**src/rtl/submit_queue_if.sv**
```systemverilog
// Rename-side, consumer-side and writeback signal bundle for submit_queue.
interface submit_queue_if #(
    parameter int IN_WIDTH  = 3,
    parameter int OUT_WIDTH = 2,
    parameter int DEPTH     = 8,
    parameter int WB_WIDTH  = 2,
    parameter int FU_OP_W   = 4,
    parameter int FU_SEL_W  = 3,
    parameter int PC_W      = 32,
    parameter int IMM_W     = 32,
    parameter int PREG_W    = 7
);
    logic [IN_WIDTH-1:0]                   in_valid;
    logic [IN_WIDTH-1:0][FU_OP_W-1:0]      in_fu_op;
    logic [IN_WIDTH-1:0][FU_SEL_W-1:0]     in_fu_sel;
    logic [IN_WIDTH-1:0][PC_W-1:0]         in_pc;
    logic [IN_WIDTH-1:0][IMM_W-1:0]        in_imm;
    logic [IN_WIDTH-1:0][1:0][PREG_W-1:0]  in_src;
    logic [IN_WIDTH-1:0][1:0]              in_src_ready;
    logic [IN_WIDTH-1:0][PREG_W-1:0]       in_dst;
    logic [IN_WIDTH-1:0][PREG_W-1:0]       in_dst_old;
    logic                                  in_ready;

    logic [OUT_WIDTH-1:0]                  out_valid;
    logic [OUT_WIDTH-1:0][FU_OP_W-1:0]     out_fu_op;
    logic [OUT_WIDTH-1:0][FU_SEL_W-1:0]    out_fu_sel;
    logic [OUT_WIDTH-1:0][PC_W-1:0]        out_pc;
    logic [OUT_WIDTH-1:0][IMM_W-1:0]       out_imm;
    logic [OUT_WIDTH-1:0][1:0][PREG_W-1:0] out_src;
    logic [OUT_WIDTH-1:0][1:0]             out_src_ready;
    logic [OUT_WIDTH-1:0][PREG_W-1:0]      out_dst;
    logic [OUT_WIDTH-1:0][PREG_W-1:0]      out_dst_old;
    logic [$clog2(OUT_WIDTH+1)-1:0]        out_take;

    logic [WB_WIDTH-1:0]                   wb_valid;
    logic [WB_WIDTH-1:0][PREG_W-1:0]       wb_tag;

    logic [$clog2(DEPTH+1)-1:0]            count;

    modport master (
        output in_valid, in_fu_op, in_fu_sel, in_pc, in_imm, in_src, in_src_ready,
               in_dst, in_dst_old, out_take, wb_valid, wb_tag,
        input  in_ready, out_valid, out_fu_op, out_fu_sel, out_pc, out_imm, out_src,
               out_src_ready, out_dst, out_dst_old, count
    );

    modport slave (
        input  in_valid, in_fu_op, in_fu_sel, in_pc, in_imm, in_src, in_src_ready,
               in_dst, in_dst_old, out_take, wb_valid, wb_tag,
        output in_ready, out_valid, out_fu_op, out_fu_sel, out_pc, out_imm, out_src,
               out_src_ready, out_dst, out_dst_old, count
    );
endinterface

```
**src/rtl/submit_queue.sv**
```systemverilog
// In-order dispatch buffer between rename and ROB/issue with writeback wakeup and flush.
// Define SUBMIT_QUEUE_STATS_EN to add the stat_peak / stat_stall occupancy statistics.
module submit_queue #(
    parameter int IN_WIDTH  = 3,
    parameter int OUT_WIDTH = 2,
    parameter int DEPTH     = 8,
    parameter int WB_WIDTH  = 2,
    parameter int FU_OP_W   = 4,
    parameter int FU_SEL_W  = 3,
    parameter int PC_W      = 32,
    parameter int IMM_W     = 32,
    parameter int PREG_W    = 7
) (
    input  logic          clock,
    input  logic          reset_n,
    input  logic          flush,
    submit_queue_if.slave bus
`ifdef SUBMIT_QUEUE_STATS_EN
    ,
    output logic [$clog2(DEPTH+1)-1:0] stat_peak,
    output logic [31:0]                stat_stall
`endif
);
    localparam int PW = $clog2(DEPTH);
    localparam int CW = $clog2(DEPTH+1);

    logic [PW-1:0] head, tail;
    logic [CW-1:0] count;

    logic [DEPTH-1:0][FU_OP_W-1:0]     mem_fu_op;
    logic [DEPTH-1:0][FU_SEL_W-1:0]    mem_fu_sel;
    logic [DEPTH-1:0][PC_W-1:0]        mem_pc;
    logic [DEPTH-1:0][IMM_W-1:0]       mem_imm;
    logic [DEPTH-1:0][1:0][PREG_W-1:0] mem_src;
    logic [DEPTH-1:0][1:0]             mem_rdy;
    logic [DEPTH-1:0][PREG_W-1:0]      mem_dst;
    logic [DEPTH-1:0][PREG_W-1:0]      mem_dst_old;

    logic                         in_ready, enq_fire;
    logic [CW-1:0]                enq_n, deq_n;
    logic [IN_WIDTH-1:0][PW-1:0]  enq_slot;
    logic [IN_WIDTH-1:0][1:0]     enq_rdy;
    logic [OUT_WIDTH-1:0][PW-1:0] rd_idx;
    logic [OUT_WIDTH-1:0]         rd_v;

    function automatic logic wb_hit(input logic [PREG_W-1:0]               tag,
                                    input logic [WB_WIDTH-1:0]             v,
                                    input logic [WB_WIDTH-1:0][PREG_W-1:0] t);
        logic hit;
        hit = 1'b0;
        for (int k = 0; k < WB_WIDTH; k++) begin
            hit = hit | (v[k] && (t[k] == tag));
        end
        return hit;
    endfunction

    // Admission only looks at registered occupancy, never at a same-cycle dequeue.
    assign in_ready = (count <= CW'(DEPTH - IN_WIDTH));
    assign enq_fire = in_ready && (|bus.in_valid);
    assign deq_n    = (CW'(bus.out_take) > count) ? count : CW'(bus.out_take);

    // Valid lanes are packed in ascending lane order starting at tail.
    always_comb begin
        enq_n = '0;
        for (int i = 0; i < IN_WIDTH; i++) begin
            enq_slot[i]   = tail + PW'(enq_n);
            enq_rdy[i][0] = bus.in_src_ready[i][0] | wb_hit(bus.in_src[i][0], bus.wb_valid, bus.wb_tag);
            enq_rdy[i][1] = bus.in_src_ready[i][1] | wb_hit(bus.in_src[i][1], bus.wb_valid, bus.wb_tag);
            enq_n         = enq_n + CW'(bus.in_valid[i]);
        end
        if (!enq_fire) begin
            enq_n = '0;
        end
    end

    always_ff @(posedge clock or negedge reset_n) begin
        if (!reset_n) begin
            head  <= '0;
            tail  <= '0;
            count <= '0;
        end else if (flush) begin
            head  <= '0;
            tail  <= '0;
            count <= '0;
        end else begin
            head  <= head + PW'(deq_n);
            tail  <= tail + PW'(enq_n);
            count <= count + enq_n - deq_n;
        end
    end

    // Wakeup first, then fresh enqueues overwrite their own slots.
    always_ff @(posedge clock or negedge reset_n) begin
        if (!reset_n) begin
            mem_rdy <= '0;
        end else if (flush) begin
            mem_rdy <= '0;
        end else begin
            for (int e = 0; e < DEPTH; e++) begin
                for (int s = 0; s < 2; s++) begin
                    if (wb_hit(mem_src[e][s], bus.wb_valid, bus.wb_tag)) begin
                        mem_rdy[e][s] <= 1'b1;
                    end
                end
            end
            if (enq_fire) begin
                for (int i = 0; i < IN_WIDTH; i++) begin
                    if (bus.in_valid[i]) begin
                        mem_rdy[enq_slot[i]] <= enq_rdy[i];
                    end
                end
            end
        end
    end

    always_ff @(posedge clock) begin
        if (enq_fire) begin
            for (int i = 0; i < IN_WIDTH; i++) begin
                if (bus.in_valid[i]) begin
                    mem_fu_op[enq_slot[i]]   <= bus.in_fu_op[i];
                    mem_fu_sel[enq_slot[i]]  <= bus.in_fu_sel[i];
                    mem_pc[enq_slot[i]]      <= bus.in_pc[i];
                    mem_imm[enq_slot[i]]     <= bus.in_imm[i];
                    mem_src[enq_slot[i]]     <= bus.in_src[i];
                    mem_dst[enq_slot[i]]     <= bus.in_dst[i];
                    mem_dst_old[enq_slot[i]] <= bus.in_dst_old[i];
                end
            end
        end
    end

    // Unoccupied lanes are forced to zero so the bus is clean after reset and flush.
    always_comb begin
        for (int j = 0; j < OUT_WIDTH; j++) begin
            rd_idx[j]            = head + PW'(j);
            rd_v[j]              = (CW'(j) < count);
            bus.out_valid[j]     = rd_v[j];
            bus.out_fu_op[j]     = rd_v[j] ? mem_fu_op[rd_idx[j]]   : '0;
            bus.out_fu_sel[j]    = rd_v[j] ? mem_fu_sel[rd_idx[j]]  : '0;
            bus.out_pc[j]        = rd_v[j] ? mem_pc[rd_idx[j]]      : '0;
            bus.out_imm[j]       = rd_v[j] ? mem_imm[rd_idx[j]]     : '0;
            bus.out_src[j]       = rd_v[j] ? mem_src[rd_idx[j]]     : '0;
            bus.out_src_ready[j] = rd_v[j] ? mem_rdy[rd_idx[j]]     : '0;
            bus.out_dst[j]       = rd_v[j] ? mem_dst[rd_idx[j]]     : '0;
            bus.out_dst_old[j]   = rd_v[j] ? mem_dst_old[rd_idx[j]] : '0;
        end
    end

    assign bus.in_ready = in_ready;
    assign bus.count    = count;

    a_take_legal: assert property (@(posedge clock) disable iff (!reset_n)
                                   CW'(bus.out_take) <= count);

`ifdef SUBMIT_QUEUE_STATS_EN
    always_ff @(posedge clock or negedge reset_n) begin
        if (!reset_n) begin
            stat_peak  <= '0;
            stat_stall <= '0;
        end else begin
            if (count > stat_peak) begin
                stat_peak <= count;
            end
            if ((|bus.in_valid) && !in_ready && (stat_stall != 32'hFFFF_FFFF)) begin
                stat_stall <= stat_stall + 32'd1;
            end
        end
    end
`endif
endmodule

```
**src/flat_wrapper.sv**
```systemverilog
// flat-port wrapper written by rule: the top's interface ports become plain ports
module submit_queue_flat 
#(
    parameter int IN_WIDTH  = 3,
    parameter int OUT_WIDTH = 2,
    parameter int DEPTH     = 8,
    parameter int WB_WIDTH  = 2,
    parameter int FU_OP_W   = 4,
    parameter int FU_SEL_W  = 3,
    parameter int PC_W      = 32,
    parameter int IMM_W     = 32,
    parameter int PREG_W    = 7
)
  (clock, reset_n, flush, bus_in_valid, bus_in_fu_op, bus_in_fu_sel, bus_in_pc, bus_in_imm, bus_in_src, bus_in_src_ready, bus_in_dst, bus_in_dst_old, bus_out_take, bus_wb_valid, bus_wb_tag, bus_in_ready, bus_out_valid, bus_out_fu_op, bus_out_fu_sel, bus_out_pc, bus_out_imm, bus_out_src, bus_out_src_ready, bus_out_dst, bus_out_dst_old, bus_count);
  submit_queue_if #(.IN_WIDTH(IN_WIDTH), .OUT_WIDTH(OUT_WIDTH), .DEPTH(DEPTH), .WB_WIDTH(WB_WIDTH), .FU_OP_W(FU_OP_W), .FU_SEL_W(FU_SEL_W), .PC_W(PC_W), .IMM_W(IMM_W), .PREG_W(PREG_W)) bus_i ();
  input  logic clock;
  input  logic reset_n;
  input  logic flush;
  input wire logic [$bits(bus_i.in_valid)-1:0] bus_in_valid;
  input wire logic [$bits(bus_i.in_fu_op)-1:0] bus_in_fu_op;
  input wire logic [$bits(bus_i.in_fu_sel)-1:0] bus_in_fu_sel;
  input wire logic [$bits(bus_i.in_pc)-1:0] bus_in_pc;
  input wire logic [$bits(bus_i.in_imm)-1:0] bus_in_imm;
  input wire logic [$bits(bus_i.in_src)-1:0] bus_in_src;
  input wire logic [$bits(bus_i.in_src_ready)-1:0] bus_in_src_ready;
  input wire logic [$bits(bus_i.in_dst)-1:0] bus_in_dst;
  input wire logic [$bits(bus_i.in_dst_old)-1:0] bus_in_dst_old;
  input wire logic [$bits(bus_i.out_take)-1:0] bus_out_take;
  input wire logic [$bits(bus_i.wb_valid)-1:0] bus_wb_valid;
  input wire logic [$bits(bus_i.wb_tag)-1:0] bus_wb_tag;
  output wire logic [$bits(bus_i.in_ready)-1:0] bus_in_ready;
  output wire logic [$bits(bus_i.out_valid)-1:0] bus_out_valid;
  output wire logic [$bits(bus_i.out_fu_op)-1:0] bus_out_fu_op;
  output wire logic [$bits(bus_i.out_fu_sel)-1:0] bus_out_fu_sel;
  output wire logic [$bits(bus_i.out_pc)-1:0] bus_out_pc;
  output wire logic [$bits(bus_i.out_imm)-1:0] bus_out_imm;
  output wire logic [$bits(bus_i.out_src)-1:0] bus_out_src;
  output wire logic [$bits(bus_i.out_src_ready)-1:0] bus_out_src_ready;
  output wire logic [$bits(bus_i.out_dst)-1:0] bus_out_dst;
  output wire logic [$bits(bus_i.out_dst_old)-1:0] bus_out_dst_old;
  output wire logic [$bits(bus_i.count)-1:0] bus_count;
  assign bus_i.in_valid = bus_in_valid;
  assign bus_i.in_fu_op = bus_in_fu_op;
  assign bus_i.in_fu_sel = bus_in_fu_sel;
  assign bus_i.in_pc = bus_in_pc;
  assign bus_i.in_imm = bus_in_imm;
  assign bus_i.in_src = bus_in_src;
  assign bus_i.in_src_ready = bus_in_src_ready;
  assign bus_i.in_dst = bus_in_dst;
  assign bus_i.in_dst_old = bus_in_dst_old;
  assign bus_i.out_take = bus_out_take;
  assign bus_i.wb_valid = bus_wb_valid;
  assign bus_i.wb_tag = bus_wb_tag;
  assign bus_in_ready = bus_i.in_ready;
  assign bus_out_valid = bus_i.out_valid;
  assign bus_out_fu_op = bus_i.out_fu_op;
  assign bus_out_fu_sel = bus_i.out_fu_sel;
  assign bus_out_pc = bus_i.out_pc;
  assign bus_out_imm = bus_i.out_imm;
  assign bus_out_src = bus_i.out_src;
  assign bus_out_src_ready = bus_i.out_src_ready;
  assign bus_out_dst = bus_i.out_dst;
  assign bus_out_dst_old = bus_i.out_dst_old;
  assign bus_count = bus_i.count;
  submit_queue #(.IN_WIDTH(IN_WIDTH), .OUT_WIDTH(OUT_WIDTH), .DEPTH(DEPTH), .WB_WIDTH(WB_WIDTH), .FU_OP_W(FU_OP_W), .FU_SEL_W(FU_SEL_W), .PC_W(PC_W), .IMM_W(IMM_W), .PREG_W(PREG_W)) u_core (.clock(clock), .reset_n(reset_n), .flush(flush), .bus(bus_i));
endmodule
```
**config.mk**
```make
export PLATFORM = sky130hd
export DESIGN_NAME = submit_queue_flat
export DESIGN_NICKNAME = d
export VERILOG_FILES = /design/src/rtl/submit_queue_if.sv /design/src/rtl/submit_queue.sv /design/src/flat_wrapper.sv
export SDC_FILE = /design/constraint.sdc
export NUM_CORES = 2
export LEC_CHECK = 0
export BUFFER_PORTS_ARGS = -buffer_cell sky130_fd_sc_hd__buf_2
export CORE_ASPECT_RATIO = 1.4
export CORE_MARGIN = 2
export CORE_UTILIZATION = 40
export CTS_CLUSTER_DIAMETER = 50
export DETAILED_ROUTE_END_ITERATION = 8
export GPL_TIMING_DRIVEN = 0
export SKIP_CTS_REPAIR_TIMING = 1
export SLEW_MARGIN = 20
export SYNTH_ARGS = -nofsm -noshare
export SYNTH_HDL_FRONTEND = slang
export SYNTH_SLANG_ARGS = --single-unit
```
**constraint.sdc**
```tcl
create_clock -name clock -period 51.9 [get_ports clock]
set_input_delay 10.38 -clock clock [delete_from_list [all_inputs] [get_ports clock]]
set_output_delay 10.38 -clock clock [all_outputs]
set_load 0.1 [all_outputs]
```
# Yosys cells after proc, flatten, opt, wreduce, memory -nomap -nowiden

Cells that the tools add are included.

Register bits after elaboration: 818
Input port bits: 327
Output and inout bits: 209
Word-level logic and storage cells: 406

Add/subtract/negate cells: 9
$lt $le $gt $ge: 12
Equality and inequality tests: 44
Muxes and demuxes: 189
Bitwise logic cells: 28
Reductions and logical operators: 49

Operators with widths:

| cell                | count |
|---|---|
| $mux W256           | 10 |
| $bwmux W256         | 6 |
| $mux W112           | 5 |
| $mux W56            | 10 |
| $mux W32            | 16 |
| $bmux W32 S3        | 4 |
| $bwmux W112         | 3 |
| $bwmux W56          | 6 |
| $eq A7 B7 Y1        | 44 |
| $demux W32 S3       | 3 |
| $mux W16            | 9 |
| $demux W14 S3       | 3 |
| $mux W24            | 5 |
| $mux W14            | 7 |
| $bwmux W32          | 3 |
| $bmux W14 S3        | 2 |
| $bmux W7 S3         | 4 |
| $mux W7             | 11 |
| $bwmux W24          | 3 |
| $demux W7 S3        | 3 |
| $bwmux W16          | 3 |
| $logic_and A1 B1 Y1 | 48 |
| $mux W4             | 10 |
| $demux W4 S3        | 3 |
| 22 further kinds    | 110 |

# Longest topological paths before layout

Word-level depth: 17
Mapped depth: 15
Depth with buffers taken out: 14

# Least setup slack after synthesis

Ideal clock, no wire load.

Path type: input to register
Start point: input bus_in_valid[0]
End point: register u_core.count[3], in the netlist u_core.bus.count[3]
Setup time: 0.136 ns
Arrival: 37.535 ns
Setup slack: 14.230 ns
Stages: 15
Path buffers: 2
Cell sequence: buf_2 inv_1 ha_1 inv_1 o21ai_1 inv_1 clkbuf_1 nand2b_1 fa_1 inv_1 ha_1 a21o_1 a21oi_1 xnor2_1 nor2_1

Word-level cells in the longest chain between the ends: 6
Elaborated cells between the ends (all ways): 8
Classes of those cells: add/sub: 4; mux: 2; reduce/logical: 2

Ends and longest elaborated chain:

| what                                                        | RTL line                               | source |
|---|---|---|
| from (decl)                                                 | flat_wrapper.sv:19                     | `input wire logic [$bits(bus_i.in_valid)-1:0] bus_in_valid;` |
| $add A1 B1 Y2 / $reduce_or A3 Y1 (equally long branches)    | submit_queue.sv:69, submit_queue.sv:59 |  |
| $add A4 B1 Y4 / $logic_and A1 B1 Y1 (equally long branches) | submit_queue.sv:69, submit_queue.sv:59 |  |
| $mux W4 *                                                   | submit_queue.sv:71                     | `if (!enq_fire) begin` |
| $add A4 B4 Y4 *                                             | submit_queue.sv:88                     | `count <= count + enq_n - deq_n;` |
| $sub A4 B4 Y4 *                                             | submit_queue.sv:88                     |  |
| $mux W4 *                                                   | submit_queue.sv:81                     | `end else if (flush) begin` |
| to (signal assigned)                                        | submit_queue.sv:88                     |  |
| to (decl)                                                   | submit_queue.sv:28                     | `logic [CW-1:0] count;` |

Mark *: on every way between the ends. The rest lies on a longest branch, timed or not.
A chain may end at the register's enable or synchronous reset.

# Worst setup path after layout

Start point: register u_core.count[2], in the netlist u_core.bus.count[2]
End point: output bus_out_imm[29]

Word-level cells in the longest chain between the ends: 2

Ends and longest elaborated chain:

| what         | RTL line            | source |
|---|---|---|
| $lt A1 B4 Y1 | submit_queue.sv:136 | `rd_v[j] = (CW'(j) < count);` |
| $mux W32     | submit_queue.sv:141 | `bus.out_imm[j] = rd_v[j] ? mem_imm[rd_idx[j]] : '0;` |
| to (decl)    | flat_wrapper.sv:36  | `output wire logic [$bits(bus_i.out_imm)-1:0] bus_out_imm;` |

Every way passes these cells.

==> results.ini <==
[final_layout]
post-route-util_pct=45.3
area_growth_pct=12.5
fin_nets=8146
drive_gt1_share_pct=17.2
multi_input_area_um2=38700
register_area_um2=24400
final_cells=10200
final_common_cell=nand2_1
final_cell_mix=nand2_1, a21oi_1, nor2_1, edfxtp_1, mux2i_1
fillCellCount=16400

[route]
drt_iter0_drc=12800
vias=68900
finalWirelength_um=361000
drcViolationCount=13
firstDrtPassIters=9
via_per_inst=6.75
wl_per_cell_um=35.3
ant_nets=1

[floorplan]
die_area_um2=173000
dieWidth_um=352
io_pins=536
row_count=178
coreArea_um2=168000
start_util_pct=40.3
die_y_um=491

[place]
place_hpwl_um=255000
io_buffers=223
place_congestion=1.02
place_inst=9933
pre_cts_ws_ns=36.70

[run]
cap_violations=0

[worst_setup_path]
r2r-start=u_core.tail[1]
crit_path_top_delay_cell=nor3_1
r2r_cells=9
reg2reg_slack_ns=46.81
crit_path_end_kind=primary output
cp.required_ns=41.52
cp-startpoint=u_core.bus.count[2]
crit_end=bus_out_imm[29]
critical_path_arrival_ns=5.28
cpPeakStageDelay_ns=1.00
path_max_fanout=10
cp_num_cells=8
path_class=reg -> out
critical_path_buf_inv_count=5
cp_cell_sequence=nor3_1, inv_1, nor2_1, clkbuf_2, buf_16, clkbuf_1, nor2_1, buf_2
start_kind=flip-flop
crit_top_cell=nor2_1
crit_family=buffers and inverters
r2r_end=u_core.mem_dst_old[27]

[timing]
finalMaxSlewViolations=0
fin_worst_skew_ns=0.0432
rsz0062_at_grt=no
period_needed_ns=15.66
finalHoldViolations=0
fmax_ghz=0.0639
fin_crit_sh_pct=30.2
relSlewSlack_pct=1.82
worst_slew_pin_slew_ns=1.46
setup_ws_ns=36.24
setup_violations=0

[grt]
grtUsageTotal_pct=40.3
grt_pass1_wl_um=495000
grt_antenna_before_repair=97
grt_pass1_vias=64200
grt_start_max_net_pins=51
overflow=0

[synthesis]
syn-instance-count=7438
synth_edf_count=792
netlist_area_um2=67700
yosysSeqAreaShare_pct=36.1
yosys_warnings=0
syn_nets=7788
synthDistinctLibCells=67
synth_seq_cells=818
synth-async-reset-ratio_pct=3.18
synth_ff_type=edfxtp_1
postSynthAreaPerCell_um2=9.10

[clock_tree]
cts_made_buffers=110
cts_root_buffer=clkbuf_16
cts_tree=yes
clockBufferDepth=3
clk_pin_slew_worst_paths_ns=0.06
ctsHtreeMaxLevel=3
worstSkewPairLatency_ns=0.83
cts.sinks=818

[status]
status=finished, violations left
violations=antenna violations, design-rule violations

[min_path]
hold_path.class=reg -> reg

==> kinds of logic (layout without fill, tap and decap cells) <==
group / Yosys count / in the layout / synth area share, %
flip-flops: 818 / 818 / 36.1
multiplexers: 1184 / 1184 / 25.0
AND/OR/NAND/NOR: 2198 / 2198 / 12.8
AO/OA/AOI/OAI: 1914 / 1914 / 14.7
buffers and inverters: 980 / 1430 / 6.74
other: 1 / 69 / 0.00554
adder cells (fa/ha/maj): 23 / 23 / 0.503
XOR/XNOR: 320 / 320 / 4.16
==> final cells by class <==
type	instances	area share, %
multi-input cells	5640	50.8
flip-flops and latches	818	32.1
plain buffers	954	5.92
clock buffers	130	3.75
well taps	2250	3.70
repair buffers	246	2.19
clock inverters	74	1.20
diodes	68	0.223
inverters	26	0.128
==> through the flow <==
stage	cell area (um^2)	hold slack (ns)	TNS [ns]
6_report	76200	0.697	0
5_1_grt	76000	0.737	0
4_1_cts	76000	0.693	0
3_5_place_dp	72200	0.680	0
3_3_place_gp	71600	0.645	-16.51
2_1_floorplan	67700	0.608	0
==> Yosys cell counts, types with 3 or more instances <==
cell type / count / area (um^2)
nand2_1: 1222 / 4590
a21oi_1: 1022 / 5110
nor2_1: 827 / 3100
edfxtp_1: 792 / 23800
mux2i_1: 780 / 7810
o21ai_0: 770 / 3850
clkbuf_1: 428 / 1610
mux4_2: 404 / 9100
buf_2: 393 / 1970
xor2_1: 195 / 1710
xnor2_1: 123 / 1080
buf_1: 55 / 206
buf_4: 51 / 383
nor4_1: 35 / 219
nand4_1: 33 / 206
buf_6: 27 / 304
dfrtp_1: 26 / 651
inv_1: 25 / 93.8
nor3_1: 23 / 115
o21ai_1: 22 / 110
a211oi_1: 18 / 135
a21o_1: 16 / 120
ha_1: 16 / 200
a41o_1: 10 / 100
nand3_1: 10 / 50.1
a41oi_1: 8 / 70.1
fa_1: 7 / 140
nand4b_1: 7 / 61.3
nor2b_1: 7 / 43.8
o211ai_1: 6 / 45.0
a211o_1: 5 / 43.8
a211oi_2: 5 / 62.6
a31oi_1: 5 / 31.3
nor4_2: 5 / 62.6
o22ai_1: 5 / 31.3
or3_1: 5 / 31.3
a221oi_1: 4 / 35.0
o221ai_1: 4 / 35.0
a32oi_1: 3 / 26.3
and2_1: 3 / 18.8
nand2b_1: 3 / 18.8
nor3_2: 3 / 30.0
==> worst min path at each step <==
| stage | startpoint | to | slack (ns) | depth (start not counted) |
|---|---|---|---|---|
| after floorplan | u_core.head[0] | u_core.head[0] | 0.61 | 2 |
| after global placement | u_core.head[0] | u_core.head[0] | 0.64 | 2 |
| after detailed placement | u_core.head[0] | u_core.head[0] | 0.68 | 2 |
| after CTS | u_core.head[0] | u_core.head[0] | 0.69 | 2 |
| after global routing | u_core.head[0] | u_core.head[0] | 0.74 | 2 |
| final | u_core.head[0] | u_core.head[0] | 0.70 | 2 |
==> per-layer routing <==
layer,share of wire [%],GRT usage [%]
met5,0.17,0.595
met4,8.5,28.3
met3,15,17.5
met1,33,46.5
met2,43,59.6
==> state kept, by name, summed over array words and instances, names as in the netlist <==
| register | cells |
|---|---|
| u_core.mem_dst_old | 56 |
| u_core.mem_pc | 256 |
| u_core.mem_imm | 256 |
| u_core.tail | 3 |
| u_core.mem_src | 112 |
| u_core.head | 3 |
| u_core.mem_rdy | 16 |
| u_core.bus.count | 4 |
| u_core.mem_fu_sel | 24 |
| u_core.mem_dst | 56 |
| u_core.mem_fu_op | 32 |
==> worst register-to-register path, stage by stage (launching register included) <==
cell	delay (ns)
dfrtp_1	0.38
buf_2	0.23
inv_1	0.15
fa_1	0.55
clkbuf_1	0.22
nor3_1	1.19
buf_4	0.56
buf_2	0.80
buf_2	0.58
o21ai_0	0.18
Power is left out: the tool's default activity adds up to more than one toggle a clock period on the data nets, which glitch-free logic cannot reach.
